### src/rtl/armleocpu_bus_arbiter.sv
// armleocpu_bus_arbiter: merges CHANNELS cache-side master ports onto one
// downstream memory port. The grant is held for a whole burst. Selection is
// round-robin (PRIORITY_MODE 0) or fixed lowest-index priority (PRIORITY_MODE 1).
module armleocpu_bus_arbiter #(
   parameter int CHANNELS      = 2,
   parameter int ADDR_W        = 34,
   parameter int DATA_W        = 32,
   parameter int BURST_W       = 4,
   parameter int PRIORITY_MODE = 0
) (
   input  logic                            clk,
   input  logic                            rst_n,

   input  logic [CHANNELS-1:0]             s_transaction,
   input  logic [CHANNELS*3-1:0]           s_cmd,
   input  logic [CHANNELS*ADDR_W-1:0]      s_address,
   input  logic [CHANNELS*BURST_W-1:0]     s_burstcount,
   input  logic [CHANNELS*DATA_W-1:0]      s_wdata,
   input  logic [CHANNELS*(DATA_W/8)-1:0]  s_wbyte_enable,
   output logic [CHANNELS-1:0]             s_transaction_done,
   output logic [CHANNELS*3-1:0]           s_transaction_response,
   output logic [CHANNELS*DATA_W-1:0]      s_rdata,

   output logic                            m_transaction,
   output logic [2:0]                      m_cmd,
   output logic [ADDR_W-1:0]               m_address,
   output logic [BURST_W-1:0]              m_burstcount,
   output logic [DATA_W-1:0]               m_wdata,
   output logic [DATA_W/8-1:0]             m_wbyte_enable,
   input  logic                            m_transaction_done,
   input  logic [2:0]                      m_transaction_response,
   input  logic [DATA_W-1:0]               m_rdata,

   output logic [CHANNELS-1:0]             grant,
   output logic                            busy
);

   localparam int BE_W  = DATA_W / 8;
   localparam int IDX_W = (CHANNELS > 1) ? $clog2(CHANNELS) : 1;

   typedef enum logic {
      IDLE   = 1'b0,
      ACTIVE = 1'b1
   } state_t;

   state_t               state, state_nxt;
   logic [CHANNELS-1:0]  grant_nxt;
   logic [BURST_W-1:0]   beat_cnt, beat_cnt_nxt;
   logic [IDX_W-1:0]     rr_ptr, rr_ptr_nxt;

   logic                 win_found;
   logic [IDX_W-1:0]     win_idx;
   logic [IDX_W-1:0]     gnt_idx;
   logic [BURST_W-1:0]   beats_m1;
   logic                 last_beat;

   // read data goes to every channel; only the granted one sees done
   assign s_rdata = {CHANNELS{m_rdata}};
   assign busy    = (state == ACTIVE);

   // winner search: from rr_ptr upward with wrap, or from index 0 in fixed mode
   always_comb begin
      int unsigned cand;
      win_found = 1'b0;
      win_idx   = '0;
      for (int unsigned k = 0; k < CHANNELS; k++) begin
         if (PRIORITY_MODE == 1)
            cand = k;
         else
            cand = (int'(rr_ptr) + k) % CHANNELS;
         if (!win_found && s_transaction[IDX_W'(cand)]) begin
            win_found = 1'b1;
            win_idx   = IDX_W'(cand);
         end
      end
   end

   // one-hot grant to index
   always_comb begin
      gnt_idx = '0;
      for (int unsigned k = 0; k < CHANNELS; k++)
         if (grant[k]) gnt_idx = IDX_W'(k);
   end

   // downstream mux and upstream done/response routing, all zero when idle
   always_comb begin
      m_transaction          = 1'b0;
      m_cmd                  = '0;
      m_address              = '0;
      m_burstcount           = '0;
      m_wdata                = '0;
      m_wbyte_enable         = '0;
      s_transaction_done     = '0;
      s_transaction_response = '0;
      if (state == ACTIVE) begin
         m_transaction  = 1'b1;
         m_cmd          = s_cmd[gnt_idx*3 +: 3];
         m_address      = s_address[gnt_idx*ADDR_W +: ADDR_W];
         m_burstcount   = s_burstcount[gnt_idx*BURST_W +: BURST_W];
         m_wdata        = s_wdata[gnt_idx*DATA_W +: DATA_W];
         m_wbyte_enable = s_wbyte_enable[gnt_idx*BE_W +: BE_W];
         s_transaction_done[gnt_idx]           = m_transaction_done;
         s_transaction_response[gnt_idx*3 +: 3] = m_transaction_response;
      end
   end

   // final-beat detection; burstcount 0 behaves as a single beat
   always_comb begin
      beats_m1  = (m_burstcount == '0) ? '0 : m_burstcount - 1'b1;
      last_beat = m_transaction_done &&
                  ((beat_cnt == beats_m1) || (m_transaction_response != 3'd0));
   end

   // next-state logic for IDLE/ACTIVE, grant, beat counter and rr pointer
   always_comb begin
      state_nxt    = state;
      grant_nxt    = grant;
      beat_cnt_nxt = beat_cnt;
      rr_ptr_nxt   = rr_ptr;
      case (state)
         IDLE: begin
            if (win_found) begin
               state_nxt          = ACTIVE;
               grant_nxt          = '0;
               grant_nxt[win_idx] = 1'b1;
               beat_cnt_nxt       = '0;
               if (PRIORITY_MODE == 0)
                  rr_ptr_nxt = IDX_W'((int'(win_idx) + 1) % CHANNELS);
            end
         end
         ACTIVE: begin
            if (m_transaction_done)
               beat_cnt_nxt = beat_cnt + 1'b1;
            if (last_beat) begin
               state_nxt    = IDLE;
               grant_nxt    = '0;
               beat_cnt_nxt = '0;
            end
         end
         default: state_nxt = IDLE;
      endcase
   end

   // state registers with synchronous active-low reset
   always_ff @(posedge clk) begin
      if (!rst_n) begin
         state    <= IDLE;
         grant    <= '0;
         beat_cnt <= '0;
         rr_ptr   <= '0;
      end else begin
         state    <= state_nxt;
         grant    <= grant_nxt;
         beat_cnt <= beat_cnt_nxt;
         rr_ptr   <= rr_ptr_nxt;
      end
   end

endmodule

### config.mk
export PLATFORM = sky130hd
export DESIGN_NAME = armleocpu_bus_arbiter
export DESIGN_NICKNAME = d
export VERILOG_FILES = /design/src/rtl/armleocpu_bus_arbiter.sv
export SDC_FILE = /design/constraint.sdc
export NUM_CORES = 1
export LEC_CHECK = 0
export ABC_AREA = 1
export CORE_AREA = 2 2 134 136
export CTS_CLUSTER_SIZE = 40
export DETAILED_ROUTE_END_ITERATION = 10
export DIE_AREA = 0 0 136 138
export SLEW_MARGIN = 10
export SYNTH_ARGS = -nofsm -noshare
export SYNTH_HDL_FRONTEND = slang
export SYNTH_SLANG_ARGS = --single-unit
### constraint.sdc
create_clock -name clk -period 2.65 [get_ports clk]
set_clock_uncertainty 0.2 [all_clocks]
set_input_delay 0.3975 -clock clk [delete_from_list [all_inputs] [get_ports clk]]
set_output_delay 0.3975 -clock clk [all_outputs]
set_load 0.02 [all_outputs]
==> metrics.md, run 1 <==
| Metric | Value |
|---|---|
| Worst EP required | `2050 ps` |
| Initial drt markers | `64` |
| Antenna-violating nets left | `0` |
| Sequential share of the synthesized area | `0.0724` |
| Relative slew slack | `0.729` |
| I/O Pins | `around 350` |
| Initial Util | `0.126` |
| Largest delay contributor family on the critical path | `buffers and inverters` |
| Crit-path cells | `nand2_1 -> inv_2 -> buf_12 -> nand2_1 -> nand2_1 -> clkdlybuf4s50_1` |
| Antenna diode count | `0` |
| Pwr Total | `~1400 uW` |
| Ys Warns | `0` |
| Max IR drop VDD | `0.169 mV` |
| Fin crit period | `2480 ps` |
| Clk pwr share | `0.189` |
| Total track usage | `0.102` |
| Clk pin slew, worst setup/hold paths | `40 ps` |
| WL final | `~10 mm` |
| Yosys reg bits | `8` |
| Fraction of power spent switching nets | `0.385` |
| Via density | `~3.8` |
| Input/output buffers | `250` |
| Chip Width | `136 microns` |
| Synthesized area per cell | `between 5 and 6 sq um` |
| CP Class | `register to output pin` |
| Logic pwr share | `0.711` |
| CP endpoint kind | `output pin` |
| Status | `completed` |
| Largest net degree at the start of global routing | `46` |
| Die area | `18,800 sq um` |
| Vias in the first global route | `between 3,000 and 4,000` |
| RSZ-0062 raised after global routing | `false` |
| Core area | `between 15,000 and 20,000 sq um` |
| Layout net count | `between 700 and 800` |
| P&R area growth vs syn | `109%` |
| Crit path DAT | `1880 ps` |
| GR Overflow Total | `0` |
| Post-CTS Hold Fix Bufs | `0` |
| Fmax | `403 MHz` |
| Final setup TNS | `0 ps` |
| Die height | `138 microns` |
| Share of post-route cells with drive strength above 1 | `0.0609` |
| DR pass1 iterations | `4` |
| Initial antenna violation count | `0` |
| First-pass GRT wire length | `approximately 16 mm` |
| TritonCTS Sinks | `8` |
| Pwr dens | `~300 nW/um^2` |
| FP Rows | `49` |
| Maximum clock path buffer count | `2` |
| CTS H-tree depth | `1` |
| # Max-Cap Violations | `0` |
| CP max stage cell | `clkdlybuf4s50_1` |
| Worst Tran Pin Value | `about 400 ps` |
| Leak | `about 0.0020 uW` |
| Psw | `537 uW` |
| Critical-path maximum fanout | `39` |
| Cell area after synthesis | `around 2200 sq um` |
| Synth unique cells | `26` |
| TritonCTS clock tree | `built` |
| GP Congestion | `between 0.7 and 0.8` |
| Critical path's most frequent cell | `nand2_1` |
| Clock latency on the worst-skew pair | `240 ps` |
| Slew Limit Fails | `0` |
| Setup Fix Bufs, Post-CTS | `0` |
| Worst stage delay on the critical path | `~600 ps` |
| Tcrit/Tclk final | `0.936` |
| Gate Count Post-Synth | `between 400 and 500` |
| Clk root buf | `clkbuf_16` |
| Final Util | `0.263` |
| Syn Nets | `613` |
| DR WL/cell | `between 10 and 15 microns` |
| Sequential Power Share | `0.100` |
| Setup violations, final | `0` |
| WP buf/inv | `3` |
| Hold Path Class | `register to register` |
| Via count | `slightly above 3,000` |
| HPWL Detailed | `about 8.5 mm` |
| Kind of start point of the critical path | `register` |
| Remaining DRCs | `0` |
| Placed cell area | `~4500 sq um` |
| Internal | `858 uW` |
| Total CTS buffers | `3` |
| Final Cell Area | `between 4000 and 5000 sq um` |
| Fin. Hold Viols | `0` |
[through the flow]
stage,hold slack [ps],setup slack (ps),std cells
after global placement,257,263,816
after floorplan,245,599,418
after detailed placement,261,282,816
after CTS,269,31.1,820
after global routing,288,17.6,820
final,263,169,820
[area by class of cell]
cell class                 count  area, sq um
tap                          229          287
multi-input combinational    301         1370
clock buffer                   4         78.8
sequential                     8          165
inverter                      18         72.6
fill                        1951        12900
timing repair buffer         260         2640
[synth_stat cells]
master / number / area (sq um)
nor3_1: 3 / 15.0
nor2_1: 15 / 56.3
buf_1: 1 / 3.75
nand3_2: 4 / 40.0
nand4_1: 1 / 6.26
xor2_1: 3 / 26.3
o31ai_1: 1 / 7.51
mux2i_1: 1 / 10.0
buf_4: 66 / 495
clkbuf_1: 21 / 78.8
ha_1: 1 / 12.5
buf_2: 1 / 5.00
nand3_1: 80 / 400
o21ai_1: 1 / 5.00
nand2_2: 8 / 50.1
nor2_4: 1 / 11.3
a21oi_1: 4 / 20.0
nand3b_1: 2 / 15.0
inv_6: 1 / 8.76
buf_6: 2 / 22.5
inv_2: 3 / 11.3
nand2_4: 3 / 33.8
nand3_4: 1 / 17.5
inv_1: 14 / 52.6
nand2_1: 172 / 646
dfxtp_1: 8 / 160
[state kept, by name, summed over array words and instances, names as in the netlist]
| signal | cells |
|---|---|
| rr_ptr | 1 |
| busy | 1 |
| beat_cnt | 4 |
| grant | 2 |
[cell usage in the layout (no fill, tap or decap), types with 4 or more instances in the layout]
cell type	instances
a21oi_1	4
buf_12	5
buf_4	5
clkdlybuf4s50_1	249
dfxtp_1	6
inv_1	14
nand2_1	172
nand2_2	8
nand3_1	80
nand3_2	4
nor2_1	15
[final timing paths]
path                                from            end  slack (ps)  cells after the start
worst min register to register  grant[0]       grant[0]         260                      2
worst max-delay path            grant[1]  m_address[27]         170                      6
worst min-delay path            grant[0]       grant[0]         260                      2
worst max register to register      busy    beat_cnt[3]         680                     14
[cell families (layout without fill, tap and decap cells)]
family,Yosys count,in the layout,synth area share
simple gates,290,290,0.584
buf+inv,109,282,0.307
flops,8,8,0.0724
compound gates,6,6,0.0147
xor+xnor,3,3,0.0119
fa+ha+maj,1,1,0.00566
mux,1,1,0.00453
[tightest hold or removal path: stages, from the launching register on]
cell	delay (ps)
dfxtp_1	300
nand3_1	70
nand2_1	40
[power by group through the flow]
stage / logic (uW) / clock network [uW] / registers [uW]
CTS: 1010 / 266 / 139
global placement: 1000 / 0 / 140
detailed placement: 999 / 0 / 141
finish: 992 / 263 / 140
floorplan: 577 / 0 / 141
global route: 1070 / 279 / 141
[metal layers]
metal	wire length (microns)	GRT usage	vias up
met4	284	0.0329	0
li1	-	-	1597
met3	1010	0.0282	33
met2	4980	0.188	170
met1	4020	0.112	1302
met5	0	0	-
[timing repair]
item | in CTS | in global routing
endpoints found under the setup margin | 0 | 73
hold endpoints to repair | 0 | 0
resized for setup | 0 | 2
No activity file was read; power rests on OpenSTA's default activity.
==> run 2, diff against run 1 <==
--- a/config.mk
+++ b/config.mk
@@ -6,10 +6,10 @@
 export NUM_CORES = 1
 export LEC_CHECK = 0
 export ABC_AREA = 1
-export CORE_AREA = 2 2 134 136
+export CORE_AREA = 2 2 135 137
 export CTS_CLUSTER_SIZE = 40
 export DETAILED_ROUTE_END_ITERATION = 10
-export DIE_AREA = 0 0 136 138
+export DIE_AREA = 0 0 137 139
 export SLEW_MARGIN = 10
 export SYNTH_ARGS = -nofsm -noshare
 export SYNTH_HDL_FRONTEND = slang
==> constraint.sdc (replaced) <==
create_clock -name clk -period 2.4 [get_ports clk]
set_clock_uncertainty 0.2 [all_clocks]
set_input_delay 0.36 -clock clk [delete_from_list [all_inputs] [get_ports clk]]
set_output_delay 0.36 -clock clk [all_outputs]
set_load 0.02 [all_outputs]
==> run 2 against run 1 <==
- first-iteration DRC count fell by 4.7%
- wire length rose by 0.38%
- register-to-register slack got worse by 290 ps
- utilization fell by 0.74 points
- critical path type unchanged
- critical endpoint is now m_burstcount[0]
==> metrics.md, run 2 (synthesis gave the netlist of run 1 again) <==
| Metric | Value |
|---|---|
| Status | `completed (unchanged)` |
| Max FFs per register | `4 (unchanged)` |
| Critical-path maximum fanout | `46 (was 39)` |
| Worst Tran Pin Value | `352 ps (was 403 ps)` |
| Commonest non-fill, non-tap cell in the layout | `clkdlybuf4s50_1 (unchanged)` |
| # Max-Cap Violations | `0 (unchanged)` |
| GP Congestion | `0.728 (was 0.739)` |
| CTS resizes | `74 (was 0)` |
| Maximum clock path buffer count | `2 (unchanged)` |
| TritonCTS Sinks | `8 (unchanged)` |
| CP Class | `register to output pin (unchanged)` |
| Worst-case reg-to-reg path depth | `14 (unchanged)` |
| Worst EP required | `1840 ps (was 2050 ps)` |
| DR pass1 iterations | `4 (unchanged)` |
| Fmax | `~430 MHz` |
| Reg-to-reg slack, setup | `390 ps (was 680 ps)` |
| Most frequent cells in the layout | `clkdlybuf4s50_1, nand2_1, nand3_1 (unchanged)` |
| Die height | `139 microns (was 138 microns)` |
| Critical path startpoint | `busy (was grant[1])` |
| First-pass GRT wire length | `15.8 mm (was 15.6 mm)` |
| Via density | `3.73 (was 3.78)` |
| GR Overflow Total | `0 (unchanged)` |
| Antenna-violating nets left | `0 (unchanged)` |
| Core area | `17,700 sq um (was 17,500 sq um)` |
| Final Util | `0.256 (was 0.263)` |
| TritonCTS clock tree | `built (unchanged)` |
| Clock latency on the worst-skew pair | `240 ps (about the same)` |
| Reg with most FFs | `beat_cnt (unchanged)` |
| Initial Util | `0.125 (was 0.126)` |
| Layout net count | `785 (was 787)` |
| Setup violations, final | `0 (unchanged)` |
| Initial drt markers | `61 (was 64)` |
| WL final | `10.3 mm (about the same)` |
| Input/output buffers | `250 (unchanged)` |
| Die area | `19,000 sq um (was 18,800 sq um)` |
| Chip Width | `137 microns (was 136 microns)` |
| Pwr Total | `1460 uW (was 1390 uW)` |
| Post-CTS Hold Fix Bufs | `0 (unchanged)` |
| Setup Fix Bufs, Post-CTS | `0 (unchanged)` |
| Setup ws final | `82.7 ps (was 169 ps)` |
| DR WL/cell | `12.6 microns (about the same)` |
| Remaining DRCs | `0 (unchanged)` |
| Crit path DAT | `1760 ps (was 1880 ps)` |
| R2r startpoint | `busy (unchanged)` |
| Max IR drop VDD | `0.278 mV (was 0.169 mV)` |
| Leak | `0.00233 uW (was 0.00204 uW)` |
| Relative slew slack | `0.763 (was 0.729)` |
| Filler Cells Inserted | `2,002 (was 1,951)` |
| CP endpoint kind | `output pin (unchanged)` |
| Kind of start point of the critical path | `register (unchanged)` |
| Clk pin slew, worst setup/hold paths | `40 ps (about the same)` |
| Pwr dens | `324 nW/um^2 (was 302 nW/um^2)` |
| HPWL Detailed | `8.45 mm (was 8.46 mm)` |
| CTS H-tree depth | `1 (unchanged)` |
| Worst R2R End | `beat_cnt[0] (was beat_cnt[3])` |
| Clk root buf | `clkbuf_16 (unchanged)` |
| Top flop regs | `beat_cnt: 4 flops, grant: 2 flops (unchanged)` |
| Antenna diode count | `0 (unchanged)` |
| RSZ-0062 raised after global routing | `false (unchanged)` |
| Tcrit/Tclk final | `0.966` |
| Fin crit period | `approximately 2300 ps` |
| Total CTS buffers | `3 (unchanged)` |
| Place WS | `70.7 ps (was 282 ps)` |
| Share of post-route cells with drive strength above 1 | `0.0594 (was 0.0609)` |
| FP Rows | `49 (unchanged)` |
| Total track usage | `0.103 (was 0.102)` |
| Largest net degree at the start of global routing | `47 (was 46)` |
| Final setup TNS | `0 ps (unchanged)` |
| Via count | `3,052 (was 3,102)` |
| P&R area growth vs syn | `104% (was 109%)` |
| Fin. Hold Viols | `0 (unchanged)` |
| Initial antenna violation count | `0 (unchanged)` |
| Hold Slack | `264 ps (was 263 ps)` |
| Slew Limit Fails | `0 (unchanged)` |
| Hold Path Class | `register to register (unchanged)` |
| Vias in the first global route | `3,076 (was 3,017)` |
| I/O Pins | `347 (unchanged)` |
| Critical Path Sink | `m_burstcount[0] (was m_address[27])` |
[run 2: cell count changes in the layout (fill, tap and decap cells not counted)]
cell / previous run / this run
buf_4: 5 / 4
dlygate4sd2_1: 0 / 72
dlymetal6s2s_1: 1 / 3
dfxtp_2: 1 / 0
dfxtp_1: 6 / 7
clkdlybuf4s50_1: 249 / 173
buf_8: 0 / 1
[run 2: layout make-up]
class	count	area [sq um]	share of cell area
Inverter	18	72.6	0.0161
Timing Repair Buffer	258	2540	0.563
Multi-Input combinational cell	301	1370	0.304
Tap cell	229	287	0.0634
Clock buffer	4	78.8	0.0174
Sequential cell	8	164	0.0363
[run 2: per-stage QoR]
step,instance area (sq um),cells
floorplan,2210,418
global placement,4520,814
detailed placement,4520,814
CTS,4510,818
global route,4520,818
finish,4520,818
[run 2: how the worst min path moves through the flow]
stage	startpoint	cells past startpoint	slack, ps	to
finish	grant[0]	2	260	grant[0]
global route	grant[0]	2	290	grant[0]
CTS	grant[0]	2	270	grant[0]
detailed placement	grant[0]	2	270	grant[0]
global placement	grant[0]	2	260	grant[0]
floorplan	rr_ptr	2	250	rr_ptr
[run 2: worst max-delay path, cell delays in order (launching register included)]
cell and delay (ps):
dfxtp_4 370, buf_12 230, nand3_1 160, nand2_4 130, clkdlybuf4s50_1 620
[run 2: where the power goes]
part / switching (uW) / leakage, uW / total, uW / internal (uW)
logic: 516 / 0.00223 / 1020 / 499
clock network: 74.9 / 0.0000382 / 297 / 222
registers: 9.25 / 0.0000662 / 152 / 143
total: 600 / 0.00233 / 1460 / 864
[run 2: routing by layer]
| metal | GRT usage | vias up | routed length, microns |
|---|---|---|---|
| li1 | - | 1592 | - |
| met1 | 0.120 | 1260 | 4180 |
| met2 | 0.179 | 170 | 4860 |
| met3 | 0.0278 | 30 | 990 |
| met4 | 0.0342 | 0 | 307 |
| met5 | 0 | - | 0 |
